`src/rtl/gbuff_stream_reader.sv`:
```
// Read-side master for the single-port global buffer: issues LEN sequential reads
// from BASE and streams the returned words out through a 2-entry skid FIFO.
module gbuff_stream_reader #(
  parameter int unsigned ADDR_BITS = 8,
  parameter int unsigned DATA_BITS = 8,
  parameter int unsigned LEN_BITS  = 9
) (
  input  logic                 clk_i,
  input  logic                 rst_i,
  input  logic                 start_i,
  input  logic [ADDR_BITS-1:0] base_i,
  input  logic [LEN_BITS-1:0]  len_i,
  output logic                 busy_o,
  output logic                 done_o,
  output logic                 gb_wr_en_o,
  output logic [ADDR_BITS-1:0] gb_index_o,
  input  logic [DATA_BITS-1:0] gb_data_i,
  output logic                 m_valid_o,
  input  logic                 m_ready_i,
  output logic [DATA_BITS-1:0] m_data_o,
  output logic                 m_last_o
);

  localparam int unsigned FIFO_DEPTH = 2;

  typedef enum logic [1:0] {
    S_IDLE,
    S_RUN,
    S_DONE
  } state_t;

  typedef struct packed {
    logic                 last;
    logic [DATA_BITS-1:0] data;
  } entry_t;

  state_t               state;
  state_t               state_nx;
  logic [ADDR_BITS-1:0] addr;
  logic [ADDR_BITS-1:0] idx_hold;
  logic [LEN_BITS-1:0]  issue_left;
  logic                 inflight;
  logic                 inflight_last;
  entry_t               fifo_mem [FIFO_DEPTH];
  logic                 rd_ptr;
  logic                 wr_ptr;
  logic [1:0]           fifo_cnt;
  logic [2:0]           occ;
  logic                 pop;
  logic                 push;
  logic                 issue;
  logic                 head_last;

  assign gb_wr_en_o = 1'b0;
  assign busy_o     = (state == S_RUN);
  assign done_o     = (state == S_DONE);
  assign m_valid_o  = (fifo_cnt != 2'd0);
  assign m_data_o   = fifo_mem[rd_ptr].data;
  assign head_last  = fifo_mem[rd_ptr].last;
  assign m_last_o   = m_valid_o & head_last;

  assign pop  = m_valid_o & m_ready_i;
  assign push = inflight;

  // Credit check: words held plus the one in flight, minus this cycle's pop, must leave room.
  assign occ   = 3'(fifo_cnt) + 3'(inflight) - 3'(pop);
  assign issue = (state == S_RUN) && !rst_i && (issue_left != '0) && (occ < 3'(FIFO_DEPTH));

  // The buffer samples the index at the end of the issue cycle, so the address is driven
  // straight through on issue and otherwise held at the last issued value.
  assign gb_index_o = rst_i ? '0 : (issue ? addr : idx_hold);

  always_ff @(posedge clk_i) begin
    if (rst_i) begin
      state <= S_IDLE;
    end else begin
      state <= state_nx;
    end
  end

  always_comb begin
    state_nx = state;
    case (state)
      S_IDLE: begin
        if (start_i) begin
          state_nx = (len_i == '0) ? S_DONE : S_RUN;
        end
      end
      S_RUN: begin
        if (pop && head_last) begin
          state_nx = S_DONE;
        end
      end
      S_DONE:  state_nx = S_IDLE;
      default: state_nx = S_IDLE;
    endcase
  end

  // Address generation, in-flight tracking and FIFO pointers.
  always_ff @(posedge clk_i) begin
    if (rst_i) begin
      addr          <= '0;
      idx_hold      <= '0;
      issue_left    <= '0;
      inflight      <= 1'b0;
      inflight_last <= 1'b0;
      rd_ptr        <= 1'b0;
      wr_ptr        <= 1'b0;
      fifo_cnt      <= 2'd0;
    end else begin
      if ((state == S_IDLE) && start_i) begin
        addr       <= base_i;
        issue_left <= len_i;
      end else if (issue) begin
        addr       <= addr + ADDR_BITS'(1);
        issue_left <= issue_left - LEN_BITS'(1);
        idx_hold   <= addr;
      end
      inflight      <= issue;
      inflight_last <= issue && (issue_left == LEN_BITS'(1));
      if (push) begin
        wr_ptr <= ~wr_ptr;
      end
      if (pop) begin
        rd_ptr <= ~rd_ptr;
      end
      fifo_cnt <= fifo_cnt + 2'(push) - 2'(pop);
    end
  end

  // Storage needs no reset: contents are only visible while fifo_cnt says they are valid.
  always_ff @(posedge clk_i) begin
    if (!rst_i && push) begin
      fifo_mem[wr_ptr] <= '{last: inflight_last, data: gb_data_i};
    end
  end

endmodule

```
`config.mk`:
```
export PLATFORM = sky130hd
export DESIGN_NAME = gbuff_stream_reader
export DESIGN_NICKNAME = d
export VERILOG_FILES = /design/src/rtl/gbuff_stream_reader.sv
export SDC_FILE = /design/constraint.sdc
export NUM_CORES = 1
export LEC_CHECK = 0
export ABC_AREA = 1
export ABC_CLOCK_PERIOD_IN_PS = 2660
export BUFFER_PORTS_ARGS = -buffer_cell sky130_fd_sc_hd__buf_2
export CAP_MARGIN = 40
export CELL_PAD_IN_SITES_DETAIL_PLACEMENT = 2
export CELL_PAD_IN_SITES_GLOBAL_PLACEMENT = 2
export CORE_MARGIN = 4
export CORE_UTILIZATION = 29
export CTS_CLUSTER_DIAMETER = 120
export DETAILED_ROUTE_END_ITERATION = 12
export PLACE_DENSITY = 0.73
export SKIP_LAST_GASP = 1
export SYNTH_ARGS = -nofsm -noshare
export SYNTH_HDL_FRONTEND = slang
export SYNTH_SLANG_ARGS = --single-unit
```
`constraint.sdc`:
```
create_clock -name clk_i -period 2.66 [get_ports clk_i]
set_input_delay 0.399 -clock clk_i [delete_from_list [all_inputs] [get_ports clk_i]]
set_output_delay 0.399 -clock clk_i [all_outputs]
set_load 0.005 [all_outputs]
```
Word level (Yosys, flattened, before mapping)
Memory sizes are Yosys's and may differ from the RTL's. A register that Yosys moved wholly into a read port is not among the register bits.
Cells that the tools add are included.
{"block": "word_totals", "n_memories": 1, "latch_bits": 0, "rom_bits": 0, "input_bits": 29, "ram_bits": 18, "reg_bits": 33, "out_inout_bits": 21}
{"block": "op_classes", "n_mul": 0, "addsub": 6, "div": 0, "bitwise_logic": 4, "eq_ne": 5, "magnitude_cmp": 1, "n_mux": 14, "shifts": 0, "reduce_logical": 14}
{"name": "fifo_mem", "depth": 2, "width": 9, "read_ports": 1, "rd_ports_with_merged_regs": 1, "wr": 1, "line_no": "44", "source": "entry_t fifo_mem [FIFO_DEPTH];"}
{"cell": "two-way mux 8 bit", "count": 4}
{"cell": "two-way mux 9 bit", "count": 2}
{"cell": "== test 9 x 1 -> 1 bit, second input constant", "count": 1}
{"cell": "zero test 9 bit", "count": 1}
{"cell": "nonzero test 9 bit", "count": 1}
{"cell": "subtractor 9 x 1 -> 9 bit, second input constant", "count": 1}
{"cell": "adder 8 x 1 -> 8 bit, second input constant", "count": 1}
{"cell": "logical AND 1 bit", "count": 7}
{"cell": "two-way mux 2 bit", "count": 3}
{"cell": "two-way mux 1 bit", "count": 4}
{"cell": "one-hot mux 2 bit (2 select lines)", "count": 1}
{"cell": "nonzero test 2 bit", "count": 2}
{"cell": "adder 2 x 1 -> 3 bit", "count": 1}
{"cell": "less-than comparator 3 x 2 -> 1 bit, second input constant", "count": 1}
{"cell": "subtractor 3 x 1 -> 3 bit", "count": 1}
{"cell": "adder 2 x 1 -> 2 bit", "count": 1}
{"cell": "bitwise AND 1 bit", "count": 2}
{"cell": "== test 2 x 1 -> 1 bit, second input constant", "count": 1}
{"cell": "== test 2 bit, second input constant", "count": 1}
{"cell": "zero test 2 bit", "count": 1}
{"cell": "inequality test 2 x 1 -> 1 bit, second input constant", "count": 1}
{"cell": "inequality test 2 bit, second input constant", "count": 1}
{"cell": "inverter 1 bit", "count": 2}
{"cell": "AND reduction 2 bit", "count": 1}
{"cell": "other kinds (2)", "count": 2}

Longest topological paths before layout
Gate-level depths: netlist (run 1).
{"block": "logic_depth", "depth_word": 7, "ltp_mapped": 18}

Least setup slack after synthesis (run 1)
OpenSTA, ideal clock, no wires.
{"block": "synth_timing", "path_type": "reg2out", "from": "register fifo_cnt[1]", "to": "output gb_index_o[0]", "path_buffers": 1, "setup_slack_ns": -0.064, "path_stages_with_launch": 18, "arrival_ns": 2.325, "path_cell_list": "dfxtp_1 > inv_1 > nand2_1 > nand2_1 > inv_1 > ha_1 > inv_1 > ha_1 > fa_1 > inv_1 > nand2_1 > nor2_1 > nand2_1 > clkinv_2 > nand2_8 > buf_6 > nand2_1 > a21oi_1"}
{"block": "synth_via", "elab_chain_cells": 7, "word_cells_on_any_way": 8}
{"item": "from (decl)", "line_no": "47", "source": "logic [1:0] fifo_cnt;"}
{"item": "from (signal assigned)", "line_no": "127", "source": "fifo_cnt <= fifo_cnt + 2'(push) - 2'(pop);"}
{"item": "nonzero test 2 bit", "line_no": "57", "source": "assign m_valid_o = (fifo_cnt != 2'd0);"}
{"item": "named net m_valid_o", "line_no": "18", "source": "output logic m_valid_o,"}
{"item": "bitwise AND 1 bit", "line_no": "62", "source": "assign pop = m_valid_o & m_ready_i;"}
{"item": "named net pop", "line_no": "49", "source": "logic pop;"}
{"item": "subtractor 3 x 1 -> 3 bit", "line_no": "66", "source": "assign occ = 3'(fifo_cnt) + 3'(inflight) - 3'(pop);"}
{"item": "named net occ[1]", "line_no": "48", "source": "logic [2:0] occ;"}
{"item": "less-than comparator 3 x 2 -> 1 bit", "line_no": "67", "source": "assign issue = (state == S_RUN) && !rst_i && (issue_left != '0) && (occ < 3'(FIFO_DEPTH));"}
{"item": "logical AND 1 bit", "line_no": "67"}
{"item": "two-way mux 8 bit"}
{"item": "two-way mux 8 bit", "line_no": "71", "source": "assign gb_index_o = rst_i ? '0 : (issue ? addr : idx_hold);"}
{"item": "to (decl)", "line_no": "16", "source": "output logic [ADDR_BITS-1:0] gb_index_o,"}
The timed path passes the listed nets, and every way through them passes these cells.

Worst setup path after layout (run 1)
{"block": "layout_timing", "from": "register fifo_cnt[1]", "to": "output gb_index_o[2]"}
{"block": "layout_via", "elab_chain_cells": 7, "word_cells_on_any_way": 8}
{"item": "nonzero test 2 bit", "line_no": "57"}
{"item": "bitwise AND 1 bit", "line_no": "62"}
{"item": "named net pop", "line_no": "49"}
{"item": "subtractor 3 x 1 -> 3 bit", "line_no": "66"}
{"item": "named net occ[1]", "line_no": "48"}
{"item": "less-than comparator 3 x 2 -> 1 bit", "line_no": "67"}
{"item": "logical AND 1 bit", "line_no": "67"}
{"item": "two-way mux 8 bit"}
{"item": "two-way mux 8 bit", "line_no": "71"}
The timed path passes the listed nets, and every way through them passes these cells.

==> results.md, run 1 <==
Status:
- The run finished, with violations left.
- The final reports fail on negative setup slack.

Synthesis:
- The number of warnings reported in the yosys synthesis log is 0.
- The unique cell type count in the Yosys netlist is 37.
- The fraction of synthesis flops using an asynchronous set or reset pin is 0%.
- The combined area of all synthesized cells is 2595 µm².
- Of all cell types, the one taking the most synthesized area is dfxtp_1.
- The share of Yosys cell area claimed by the top area cell type is 26.23%.
- In the synthesized netlist, the cells that appear most often are 65 x nand2_1, 42 x nor2_1, 34 x dfxtp_1.
- The commonest register cell after synthesis is dfxtp_1.
- The number of storage elements in the synthesis netlist is 52.
- After synthesis, the cell types taking the most area are dfxtp_1 26%, edfxtp_1 21%, nand2_1 9.4%.
- The instance count of the mapped netlist is 315.
- The synthesized net count is 350.
- A synthesized cell averages 8.238 µm².
- The synthesized design contains 18 enable-type register cells.
- The cell with the most instances after synthesis is nand2_1.
- The proportion of synthesized chip area in sequential cells is 47.06%.

Cells and area:
- The area of the multi-input gates is 1290 µm².
- At the end of the flow, the number of nets in the layout was 446.
- The growth of design area from synthesis to finish is 35.73%.
- Of the cells placed in the final design, the portion with a size suffix greater than 1 is 37.38%.
- The storage element area is 1222 µm².
- The layout filler cell count is 1000.
- The final design utilization is 40.39%.
- The count of non-filler cells in the finished layout is 520.
- The number of antenna diodes in the final layout is 0.

Detailed routing:
- The first TritonRoute pass finished after 4 iterations.
- The detailed-route vias per instance is 4.794.
- The total via count in the routed design is 2493.
- In the routed design, unresolved DRC markers number 0.
- The mean routed wirelength per cell is 16.42 µm.
- The DRC marker count from the first detailed-route iteration is 57.
- Once detail routing completed, the nets flagged for antenna violations numbered 0.
- The total length of routed wires is 8540 µm.

Setup path:
- The start point of the critical path is fifo_cnt[1].
- Walking the worst path, the cells encountered are inv_2 -> nand2_2 -> nand2_2 -> inv_2 -> ha_4 -> inv_2 -> ha_4 -> fa_1 -> inv_2 -> nand2_2 -> nor2_2 -> nand2_2 -> a21oi_4 -> buf_6 -> nor2_1 -> nor2_1 -> buf_2.
- For this design, the slowest cell found on the critical path is fa_1.
- The capturing instance or port of the critical path is gb_index_o[2].
- The worst register-to-register path has a depth of 24.
- STA classifies the critical path startpoint as a flip-flop.
- The largest incremental delay on the critical path is 0.46 ns.
- The setup slack of the worst register-to-register path is -0.45 ns.
- The largest fanout on the critical path is 8.
- The worst setup path category is flip-flop to output pin.
- The arrival time reported for the critical path endpoint is 2.75 ns.
- Data on the critical path is required at its endpoint by 2.26 ns.
- The endpoint kind of the worst setup timing path is an output pin.
- The startpoint of the most critical register-to-register path is fifo_cnt[1].

Global routing:
- The number of antenna violations at the first check in global routing is 0.
- The wire length of the first global-routing pass is 13480 µm.
- For this run, the total global-route usage over all layers was measured as 16.48%.
- The via count of the first global-routing pass came to 2749.
- The overflow left after global routing is 0.
- The largest net degree at the start of global routing is 28.

STA:
- The routed design could run at a clock period as short as 3.152 ns.
- The maximum operating frequency is 0.3173 GHz.
- For the pin with the worst max-slew slack, the measured transition is 0.7746 ns.
- The count of final hold-check violations was 0.
- Setup violations remaining at the end of the flow were counted as 10.
- After layout, the worst path uses 118.5% of the clock period.
- The count of final max-slew check failures came to 0.
- Clock skew on the completed layout was measured at 0.01223 ns.
- In this run the tightest slew margin relative to its limit is 48.17%.
- Across all hold checks on the routed design, the worst slack comes to 0.2676 ns.
- In the post-route analysis, the smallest setup slack over all paths is -0.4915 ns.
- Setup repair after global routing could not meet its margin everywhere.

Clocking:
- At the later pin of the worst-skew pair, clock insertion delay measures 0.31 ns.
- The clock buffer count from CTS is 5.
- The number of H-tree levels is 2.
- The longest clock path from root to sink contains 2 buffers.
- In this run, post-CTS hold repair placed 0 buffers.
- Clock-pin slew was measured on the worst setup and hold paths at 0.10 ns.
- The master cell of the clock root buffer is clkbuf_8.
- For this design, the sink count on the clock tree is 52.
- The CTS tree is built.

Placed design:
- The final weighted congestion in routability-driven placement is 0.7401.
- The number of buffer cells added on primary ports is 48.
- The sum of net half-perimeters after detailed placement is 5640 µm.
- The number of placed instances, taps included, is 476.

Flow run:
- The max-cap violation count is 0.

Power:
- The fraction of power consumed by the clock network is 15.1%.
- The analysis attributes to cell leakage a power of 0.001561 µW.
- The share of total power consumed by net switching is 37.86%.
- The internal power is 1961 µW.
- The analysis attributes to net switching a power of 1195 µW.
- The share of total power dissipated in combinational logic is 51.4%.
- The register share of total power is 33.5%.
- The peak supply drop is 0.2831 mV.
- The total power per unit cell area is 896.0 nW/µm².

Die:
- The die is 102.6 µm wide.
- Measured along the y axis, the die boundary spans 102.6 µm.
- The floorplan has 34 rows.
- The floorplan core area is 8721 µm².
- The die area is 10530 µm².
- The initial utilization of the core area, before any placement, comes to 29.76%.
- 50 I/O pins were placed.

Worst hold path:
- The tightest min-delay check is of the input port to flip-flop type.
==> layout by cell type (no fill, tap or decap), types with 7 or more instances in the layout <==
master / n
o21ai_1: 8
nor2_1: 36
nand3_1: 27
inv_2: 7
o21ai_0: 9
dfxtp_1: 33
buf_4: 49
nand2_1: 61
edfxtp_1: 18
inv_1: 24
a21oi_1: 21
mux2_2: 8
buf_2: 48
==> flip-flops by register name, indices dropped and copies added, names as in the netlist, named ones only <==
signal	count
fifo_mem	18
issue_left	9
addr	8
idx_hold	8
fifo_cnt	2
state	2
inflight	1
inflight_last	1
rd_ptr	1
wr_ptr	1
==> worst min path at each step <==
stage                  start              to  slack (ns)  cells past startpoint
2_1_floorplan  inflight_last  fifo_mem[0][8]        0.40                      0
3_3_place_gp   inflight_last  fifo_mem[0][8]        0.41                      0
3_5_place_dp   inflight_last  fifo_mem[1][8]        0.42                      0
4_1_cts         gb_data_i[7]  fifo_mem[1][7]        0.26                      1
5_1_grt         gb_data_i[3]  fifo_mem[0][3]        0.25                      1
6_report        gb_data_i[7]  fifo_mem[0][7]        0.27                      1
==> logic make-up (layout without fill, tap and decap cells) <==
kind of cell / Yosys count / count (layout) / share of synthesized area, %
multiplexers: 9 / 9 / 3.857
other: 1 / 1 / 0.1445
buffers and inverters: 44 / 140 / 7.569
AND/OR/NAND/NOR: 155 / 156 / 28.16
XOR/XNOR: 3 / 3 / 1.013
adder cells (fa/ha/maj): 6 / 6 / 3.182
AO/OA/AOI/OAI: 45 / 45 / 9.016
flip-flops: 52 / 52 / 47.06
==> per-stage QoR <==
step	setup TNS, ns	worst slack [ns]	total power, µW	area [µm²]
2_1_floorplan	0	0.0004905	1727	2599
3_5_place_dp	-6.029	-0.3811	2088	3027
6_report	-4.765	-0.4915	3156	3522
4_1_cts	-4.948	-0.4770	3119	3465
5_1_grt	-7.331	-0.6763	3423	3522
3_3_place_gp	-3.737	-0.2770	2026	3027
==> metal layers <==
| layer | GRT usage [%] | vias to the layer above | wire, µm |
|---|---|---|---|
| met2 | 31.43 | 48 | 4434 |
| met5 | 0 | - | 0 |
| li1 | - | 1217 | - |
| met1 | 18.80 | 1214 | 3632 |
| met3 | 2.639 | 14 | 318 |
| met4 | 4.541 | 0 | 156 |
==> power by group through the flow <==
stage / clock [µW] / sequential (µW) / combinational, µW
floorplan: 0 / 1020 / 708
global placement: 0 / 1060 / 970
detailed placement: 0 / 1070 / 1020
CTS: 489 / 1050 / 1580
global route: 526 / 1080 / 1820
finish: 478 / 1060 / 1620
==> area by class of cell <==
cell class	count	area share (%)
clock buffers	6	2.060
clock inverters	2	0.4618
inverters	32	3.446
multi-input cells	220	36.63
flip-flops and latches	52	34.71
well taps	108	3.837
repair buffers	100	18.86
==> worst max-delay path, delay by kind of cell (launching register included) <==
kind	cells	cell delay (ns)
adders and majority gates	3	0.87
and+or+nand+nor	7	0.53
buffers and inverters	6	0.52
DFF	1	0.34
AOI/OAI and AO/OA	1	0.18
==> timing repair <==
action,4_1_cts,5_1_grt
buffers inserted,36,5
pin swaps,4,1
resized for setup,23,13
gates cloned,0,2
setup endpoints to repair,24,34
(Power assumes the default switching activity.)
==> inputs of run 2 (changes only) <==
- PLACE_DENSITY: 0.73 -> 0.8
==> results.md, run 2 (synthesis gave the netlist of run 1 again) <==
Setup path:
- In this run the worst setup path terminates at gb_index_o[1].
- The worst setup path category is flip-flop to output pin.
- The startpoint of the most critical register-to-register path is fifo_cnt[1].
- The dominant cell type by count on the critical path is inv_2.
- The largest fanout on the critical path is 8 (unchanged).
- The start point of the critical path is fifo_cnt[1].
- The signal on the critical path passes through inv_2 -> nand2_4 -> nand2_4 -> inv_4 -> ha_4 -> inv_2 -> ha_4 -> fa_1 -> inv_2 -> nand2_2 -> nor2_2 -> nand2_2 -> a21oi_4 -> buf_8 -> nor2_4 -> nor2_1 -> buf_2.
- The setup slack of the worst register-to-register path is 0.08 ns (+0.53 ns).
- The arrival time reported for the critical path endpoint is 2.82 ns (+0.07 ns).
- The largest incremental delay on the critical path is 0.46 ns (about the same).
- The kind of start point of the critical path is a flip-flop.
- The endpoint kind of the worst setup timing path is an output pin.
- The required arrival time at the worst endpoint is 2.26 ns (about the same).
- The worst register-to-register path ends at addr[0].
- The number of cell instances on the worst register-to-register path is 18 (-25%).
- The slowest stage cell on the critical path is fa_1.

Cells and area:
- In the layout the commonest cells are 58 x nand2_1, 48 x buf_2, 33 x dfxtp_1.
- The number of diodes added for antenna fixing is 0 (unchanged).
- The ratio of cells with drive above 1 in the final layout is 34.46% (-2.9 points).
- The number of flip-flops under the largest register name is 18 (unchanged).
- The largest registers in the layout are fifo_mem: 18 flops, issue_left: 9 flops.
- fifo_mem holds more flip-flops than any other register.
- The count of non-filler cells in the finished layout is 494 (-5.0%).
- The post-layout net count is 420 (-5.8%).
- Relative to the synthesized area, the layout overhead comes to 30.62%.
- The total non-filler cell area in the finished layout is 3390 µm² (-3.8%).
- The most common cell after layout, fill and taps aside is nand2_1.
- The final design utilization is 38.87% (-1.5 points).

Power:
- The register share of total power is 36.6% (+3.1 points).
- The net load switching power came to 1147 µW (-4.0%).
- The part of the total power dissipated in combinational logic was 47.0% (-4.4 points).
- The internal power came to 1750 µW (-11%).
- The total power per unit cell area came to 854.7 nW/µm² (-4.6%).
- The share of total power consumed by net switching is 39.58% (+1.7 points).
- The leakage power figure is 0.001464 µW (-6.2%).
- The fraction of power consumed by the clock network is 16.4% (+1.3 points).
- The peak supply drop was 0.2559 mV (-9.6%).

Placed design:
- The total placed cells including tap cells was 477 (+0.21%).
- The number of buffer cells added on primary ports is 48 (unchanged).
- The setup slack at placement is -0.4869 ns (-0.1058 ns).
- The final weighted congestion in routability-driven placement came to 0.7567 (+2.2%).
- The sum of net half-perimeters after detailed placement is 5889 µm (+4.4%).
- The area of placed instances was 3034 µm² (+0.25%).

Detailed routing:
- The DRC violation count after routing is 0 (unchanged).
- The DRC marker count from the first detailed-route iteration is 83 (+46%).
- The total length of routed wires was 8476 µm (-0.75%).
- The mean routed wirelength per cell came to 17.16 µm (+4.5%).
- The total via count in the routed design came to 2424 (-2.8%).
- The detailed-route vias per instance came to 4.907 (+2.3%).
- The length of the first detailed-routing pass in iterations came to 4 (unchanged).
- The count of antenna-violating nets left after detailed routing was 0 (unchanged).

Global routing:
- The wire length of the first global-routing pass is 12810 µm (-5.0%).
- The overflow left after global routing is 0 (unchanged).
- The number of antenna violations at the first check in global routing came to 0 (unchanged).
- The via count of the first global-routing pass is 2603 (-5.3%).
- The largest net degree at the start of global routing is 28 (unchanged).
- The global-route total usage across every layer is 15.80% (-0.68 points).

Clocking:
- The TritonCTS sink count is 52 (unchanged).
- The clock slew seen by the registers of the worst setup and hold paths is 0.10 ns (about the same).
- The number of H-tree levels is 2 (unchanged).
- TritonCTS built the clock tree.
- The post-cts hold buffer count came to 0 (unchanged).
- The tree is rooted in a clkbuf_8.
- The clock buffer count from CTS is 5 (unchanged).
- The latest clock arrival within the worst-skew pair is 0.31 ns (about the same).
- The buffer levels on the longest clock path came to 2 (unchanged).

Die:
- The die outline height came to 102.6 µm (unchanged).
- The number of core rows was 34 (unchanged).
- The die width is 102.6 µm (unchanged).
- The initial cell density of the core came to 29.76% (unchanged).
- The die area came to 10530 µm² (unchanged).
- The top-level I/O count is 50 (unchanged).
- The floorplan core area is 8721 µm² (unchanged).

Worst hold path:
- The depth of the worst hold-timing path is 1 (unchanged).
- The type of the worst min-delay path is input port to flip-flop.

Flow run:
- The max-cap violation count is 0 (unchanged).

STA:
- The total of endpoints with negative setup slack in the final report was 8 (-2).
- The count of final max-slew check failures is 0 (unchanged).
- The worst slew slack as a fraction of its limit was 47.42% (-0.75 points).
- Setup repair after global routing could not meet its margin everywhere.
- The post-route fraction of the period consumed by the critical path is 121.2% (+2.7 points).
- The final critical-path required period came to 3.223 ns (+0.07189 ns).
- The final setup skew is 0.005589 ns (-0.006640 ns).
- The worst setup margin came to -0.5634 ns (-0.07189 ns).
- The maximum operating frequency is 0.3102 GHz (-2.2%).
- The count of final hold-check violations is 0 (unchanged).
- The actual transition at the worst max-transition pin is 0.7858 ns (+0.01121 ns).
- The final sum of negative setup slack is -4.303 ns (+0.4619 ns).

Status:
- The final reports fail on negative setup slack.
- The run finished, with violations left.
## run 2: cell types whose count changed in the layout (fill, tap and decap cells not counted), sizes merged
cell and change:
buf -26
## run 2: through the flow
step,total power [µW],hold WS (ns)
3_3_place_gp,2030,0.4092
3_5_place_dp,2112,0.4546
2_1_floorplan,1727,0.4037
4_1_cts,2765,0.2640
6_report,2897,0.2784
5_1_grt,3086,0.2635
## run 2: worst min-delay path by stage
stage,startpoint,to
after global placement,inflight_last,fifo_mem[0][8]
after floorplan,inflight_last,fifo_mem[0][8]
after CTS,gb_data_i[6],fifo_mem[0][6]
after detailed placement,rd_ptr,flip-flop
after global routing,gb_data_i[7],fifo_mem[0][7]
final,gb_data_i[6],fifo_mem[1][6]
## run 2: timing repair
action,CTS,global route
endpoints found under the setup margin,27,31
gates resized for setup,32,20
buffers inserted,6,4
pin swaps,13,7
cloned,0,2
## run 2: final cells by class
cell class | instances | area (µm²)
tap | 108 | 135.1
multi-input combinational | 220 | 1328
timing repair buffer | 74 | 491.7
inverter | 32 | 123.9
clock inverter | 2 | 16.27
sequential | 52 | 1222
fill | 987 | 5331
clock buffer | 6 | 72.57
## run 2: worst max-delay path: cells and delay by family (launching register included)
family,cells,cell delay [ns]
adders and majority gates,3,0.85
DFF,1,0.34
and+or+nand+nor,7,0.55
AOI/OAI and AO/OA,1,0.22
buffers and inverters,6,0.55
## run 2: power by group through the flow
| stage | sequential [µW] | combinational, µW | clock (µW) |
|---|---|---|---|
| 3_5_place_dp | 1060 | 1050 | 0 |
| 3_3_place_gp | 1050 | 976 | 0 |
| 6_report | 1060 | 1360 | 474 |
| 2_1_floorplan | 1020 | 708 | 0 |
| 4_1_cts | 1060 | 1220 | 492 |
| 5_1_grt | 1080 | 1500 | 514 |
## run 2: routing by layer
layer / routed length, µm / part of all wire (%) / global-route usage, %
met2: 4473 / 53 / 29.79
met1: 3603 / 43 / 18.05
met3: 342 / 4.0 / 3.315
met5: 0 / 0 / 0
met4: 57 / 0.67 / 3.835
==> inputs of run 3 (changes only) <==
- BUFFER_PORTS_ARGS: -buffer_cell sky130_fd_sc_hd__buf_2 -> -buffer_cell sky130_fd_sc_hd__buf_4
==> results.md, run 3 (synthesis gave the netlist of run 1 again) <==
Global routing:
- The global-route met3 utilization is 2.436% (-0.88 points).
- The via count of the first global-routing pass is 2790 (+7.2%).
- The most utilized layer in the global route result is met2.
- The fraction of met2 tracks used by global routing is 34.41% (+4.6 points).
- The wire length of the first global-routing pass was 14080 µm (+9.9%).
- The met1 track demand over resource in global routing is 19.65% (+1.6 points).
- The overflow left after global routing is 0 (unchanged).
- The largest net degree at the start of global routing is 28 (unchanged).
- The number of antenna violations at the first check in global routing is 0 (unchanged).
- The global-route total usage across every layer is 17.47% (+1.7 points).

STA:
- The actual transition at the worst max-transition pin is 0.8307 ns (+0.04484 ns).
- The maximum operating frequency is 0.3047 GHz (-1.8%).
- The final critical-path required period was 3.282 ns (+0.05824 ns).
- The final setup skew came to 0.01039 ns (+0.004803 ns).
- The worst setup margin came to -0.6216 ns (-0.05824 ns).
- The worst slew slack as a fraction of its limit came to 44.42% (-3.0 points).
- The count of final max-slew check failures was 0 (unchanged).
- The total of endpoints with negative setup slack in the final report is 9 (+1).
- Setup repair after global routing could not meet its margin everywhere.
- The post-route fraction of the period consumed by the critical path is 123.4% (+2.2 points).
- The count of final hold-check violations came to 0 (unchanged).
- The worst hold slack after final layout is 0.2707 ns (-0.007659 ns).

Cells and area:
- The growth of design area from synthesis to finish is 39.49%.
- The largest registers in the layout are fifo_mem: 18 flops, issue_left: 9 flops.
- The layout filler cell count is 995 (+0.81%).
- The storage element area is 1222 µm² (unchanged).
- The post-layout net count is 438 (+4.3%).
- The ratio of cells with drive above 1 in the final layout is 38.12% (+3.7 points).
- The area of the multi-input gates was 1326 µm² (about the same).
- Counting flops per register, the top entry is fifo_mem.
- The total non-filler cell area in the finished layout came to 3620 µm² (+6.8%).
- Leaving out fill and tap cells, the most frequent cells in the layout are 85 x buf_4, 58 x nand2_1, 33 x nor2_1, 33 x dfxtp_1, 27 x nand3_1.
- The number of flip-flops under the largest register name is 18 (unchanged).
- The number of diodes added for antenna fixing is 0 (unchanged).
- The most common cell after layout, fill and taps aside is buf_4.
- The count of non-filler cells in the finished layout came to 512 (+3.6%).

Die:
- The floorplan core area is 8721 µm² (unchanged).
- The die outline height is 102.6 µm (unchanged).
- The top-level I/O count is 50 (unchanged).
- The number of core rows is 34 (unchanged).
- The die area was 10530 µm² (unchanged).
- The die width was 102.6 µm (unchanged).
- The initial cell density of the core is 29.76% (unchanged).

Setup path:
- The number of cell instances on the worst register-to-register path was 18 (unchanged).
- The arrival time reported for the critical path endpoint is 2.88 ns (+0.06 ns).
- The largest incremental delay on the critical path is 0.35 ns (-0.11 ns).
- The slowest stage cell on the critical path is dfxtp_2.
- The number of logic stages on the critical path including buffering was 19 (+2).
- STA classifies the critical path endpoint as an output pin.
- The required arrival time at the worst endpoint came to 2.26 ns (about the same).
- STA classifies the critical path startpoint as a flip-flop.
- By startpoint and endpoint, the worst setup path is classified as flip-flop to output pin.
- Grouping stages by cell kind, the critical path spends the most delay in buffers and inverters.
- The critical path goes through inv_2 -> nand2_4 -> buf_4 -> buf_4 -> buf_4 -> buf_4 -> buf_4 -> buf_4 -> buf_4 -> buf_4 -> buf_4 -> buf_4 -> buf_4 -> buf_4 -> buf_4 -> buf_4 -> buf_4 -> buf_4 -> buf_4.
- The setup slack of the worst register-to-register path was 0.01 ns (-0.07 ns).
- The critical path buffer and inverter count is 18 (+12).
- The largest fanout on the critical path was 2 (-6).
- The cell that appears most often on the critical path is buf_4.

Detailed routing:
- The total length of routed wires is 8849 µm (+4.4%).
- The count of antenna-violating nets left after detailed routing is 0 (unchanged).
- The length of the first detailed-routing pass in iterations is 4 (unchanged).
- The detailed-route vias per instance came to 4.834 (-1.5%).
- The DRC violation count after routing is 0 (unchanged).
- The mean routed wirelength per cell is 17.28 µm (+0.73%).
- The DRC marker count from the first detailed-route iteration came to 53 (-36%).
- The total via count in the routed design is 2475 (+2.1%).

Power:
- The peak supply drop is 0.2631 mV (+2.8%).
- The power after layout is 3379 µW (+17%).
- The total power per unit cell area is 933.5 nW/µm² (+9.2%).
- The leakage power figure was 0.001581 µW (+7.9%).

Status:
- The flow ran to the end, but the final reports show violations.
- The final reports fail on negative setup slack.

Clocking:
- The clock buffer count from CTS is 5 (unchanged).
- In this run the clock root is driven by a clkbuf_8.
- The number of H-tree levels was 2 (unchanged).
- The buffer levels on the longest clock path is 2 (unchanged).
- The latest clock arrival within the worst-skew pair is 0.31 ns (about the same).
- The CTS tree is built.
- The TritonCTS sink count is 52 (unchanged).
- The clock slew seen by the registers of the worst setup and hold paths is 0.11 ns (about the same).

Placed design:
- The area of placed instances is 3139 µm² (+3.5%).
- The total placed cells including tap cells came to 475 (-0.42%).
- The sum of net half-perimeters after detailed placement is 5919 µm (+0.52%).
- The number of buffer cells added on primary ports is 48 (unchanged).
- The final weighted congestion in routability-driven placement is 0.7648 (+1.1%).

Worst hold path:
- The tightest min-delay check is of the input port to flip-flop type.
- The depth of the worst hold-timing path is 1 (unchanged).

Flow run:
- The max-cap violation count is 0 (unchanged).
[run 3: routing by layer]
metal  vias to the layer above  share of wire [%]
met5                         -                  0
met4                         0               0.64
met3                         6                3.6
met2                        46                 56
met1                      1219                 40
li1                       1204                  -
[run 3: final cells by class]
cell class	instances	share of cell area [%]
inverters	32	3.491
multi-input cells	220	36.64
clock buffers	6	2.005
repair buffers	92	19.91
well taps	108	3.733
clock inverters	2	0.4494
flip-flops and latches	52	33.77
[run 3: report_power, final]
| group | leakage (µW) | internal, µW | switching (µW) |
|---|---|---|---|
| Combinational | 0.00110 | 974 | 868 |
| Sequential | 0.000441 | 941 | 124 |
| Clock | 0.0000414 | 188 | 283 |
[run 3: through the flow]
step           worst slack, ns  util (%)  setup TNS [ns]
6_report               -0.6216     41.51          -5.151
5_1_grt                -0.7710     41.51          -8.508
4_1_cts                -0.5599     40.73          -5.168
3_5_place_dp           -0.4149     36.00          -4.981
3_3_place_gp           -0.2912     36.00          -2.715
2_1_floorplan        0.0004905         -               0
[run 3: worst paths after layout]
| path | startpoint | to |
|---|---|---|
| max | fifo_cnt[1] | m_valid_o |
| min | gb_data_i[4] | fifo_mem[1][4] |
| max reg2reg | fifo_cnt[1] | addr[5] |
| min reg2reg | inflight_last | fifo_mem[1][8] |
[run 3: worst reg2reg max path: stages (launching register included)]
cell,delay [ns]
dfxtp_2,0.35
inv_2,0.09
nand2_4,0.07
nand2_4,0.07
inv_4,0.05
ha_4,0.26
inv_4,0.03
ha_4,0.14
fa_1,0.52
inv_2,0.05
nand2_2,0.06
nor2_2,0.04
nand2_2,0.09
clkinv_2,0.12
nand2_8,0.12
buf_8,0.18
nand2_4,0.12
nand2_1,0.11
a21oi_1,0.06
[run 3: repair_timing]
item / in CTS / in global routing
pin swaps: 11 / 9
resized for setup: 24 / 28
endpoints found under the setup margin: 23 / 36
cloned: 1 / 1
setup buffers: 32 / 4
hold buffers: 0 / 0
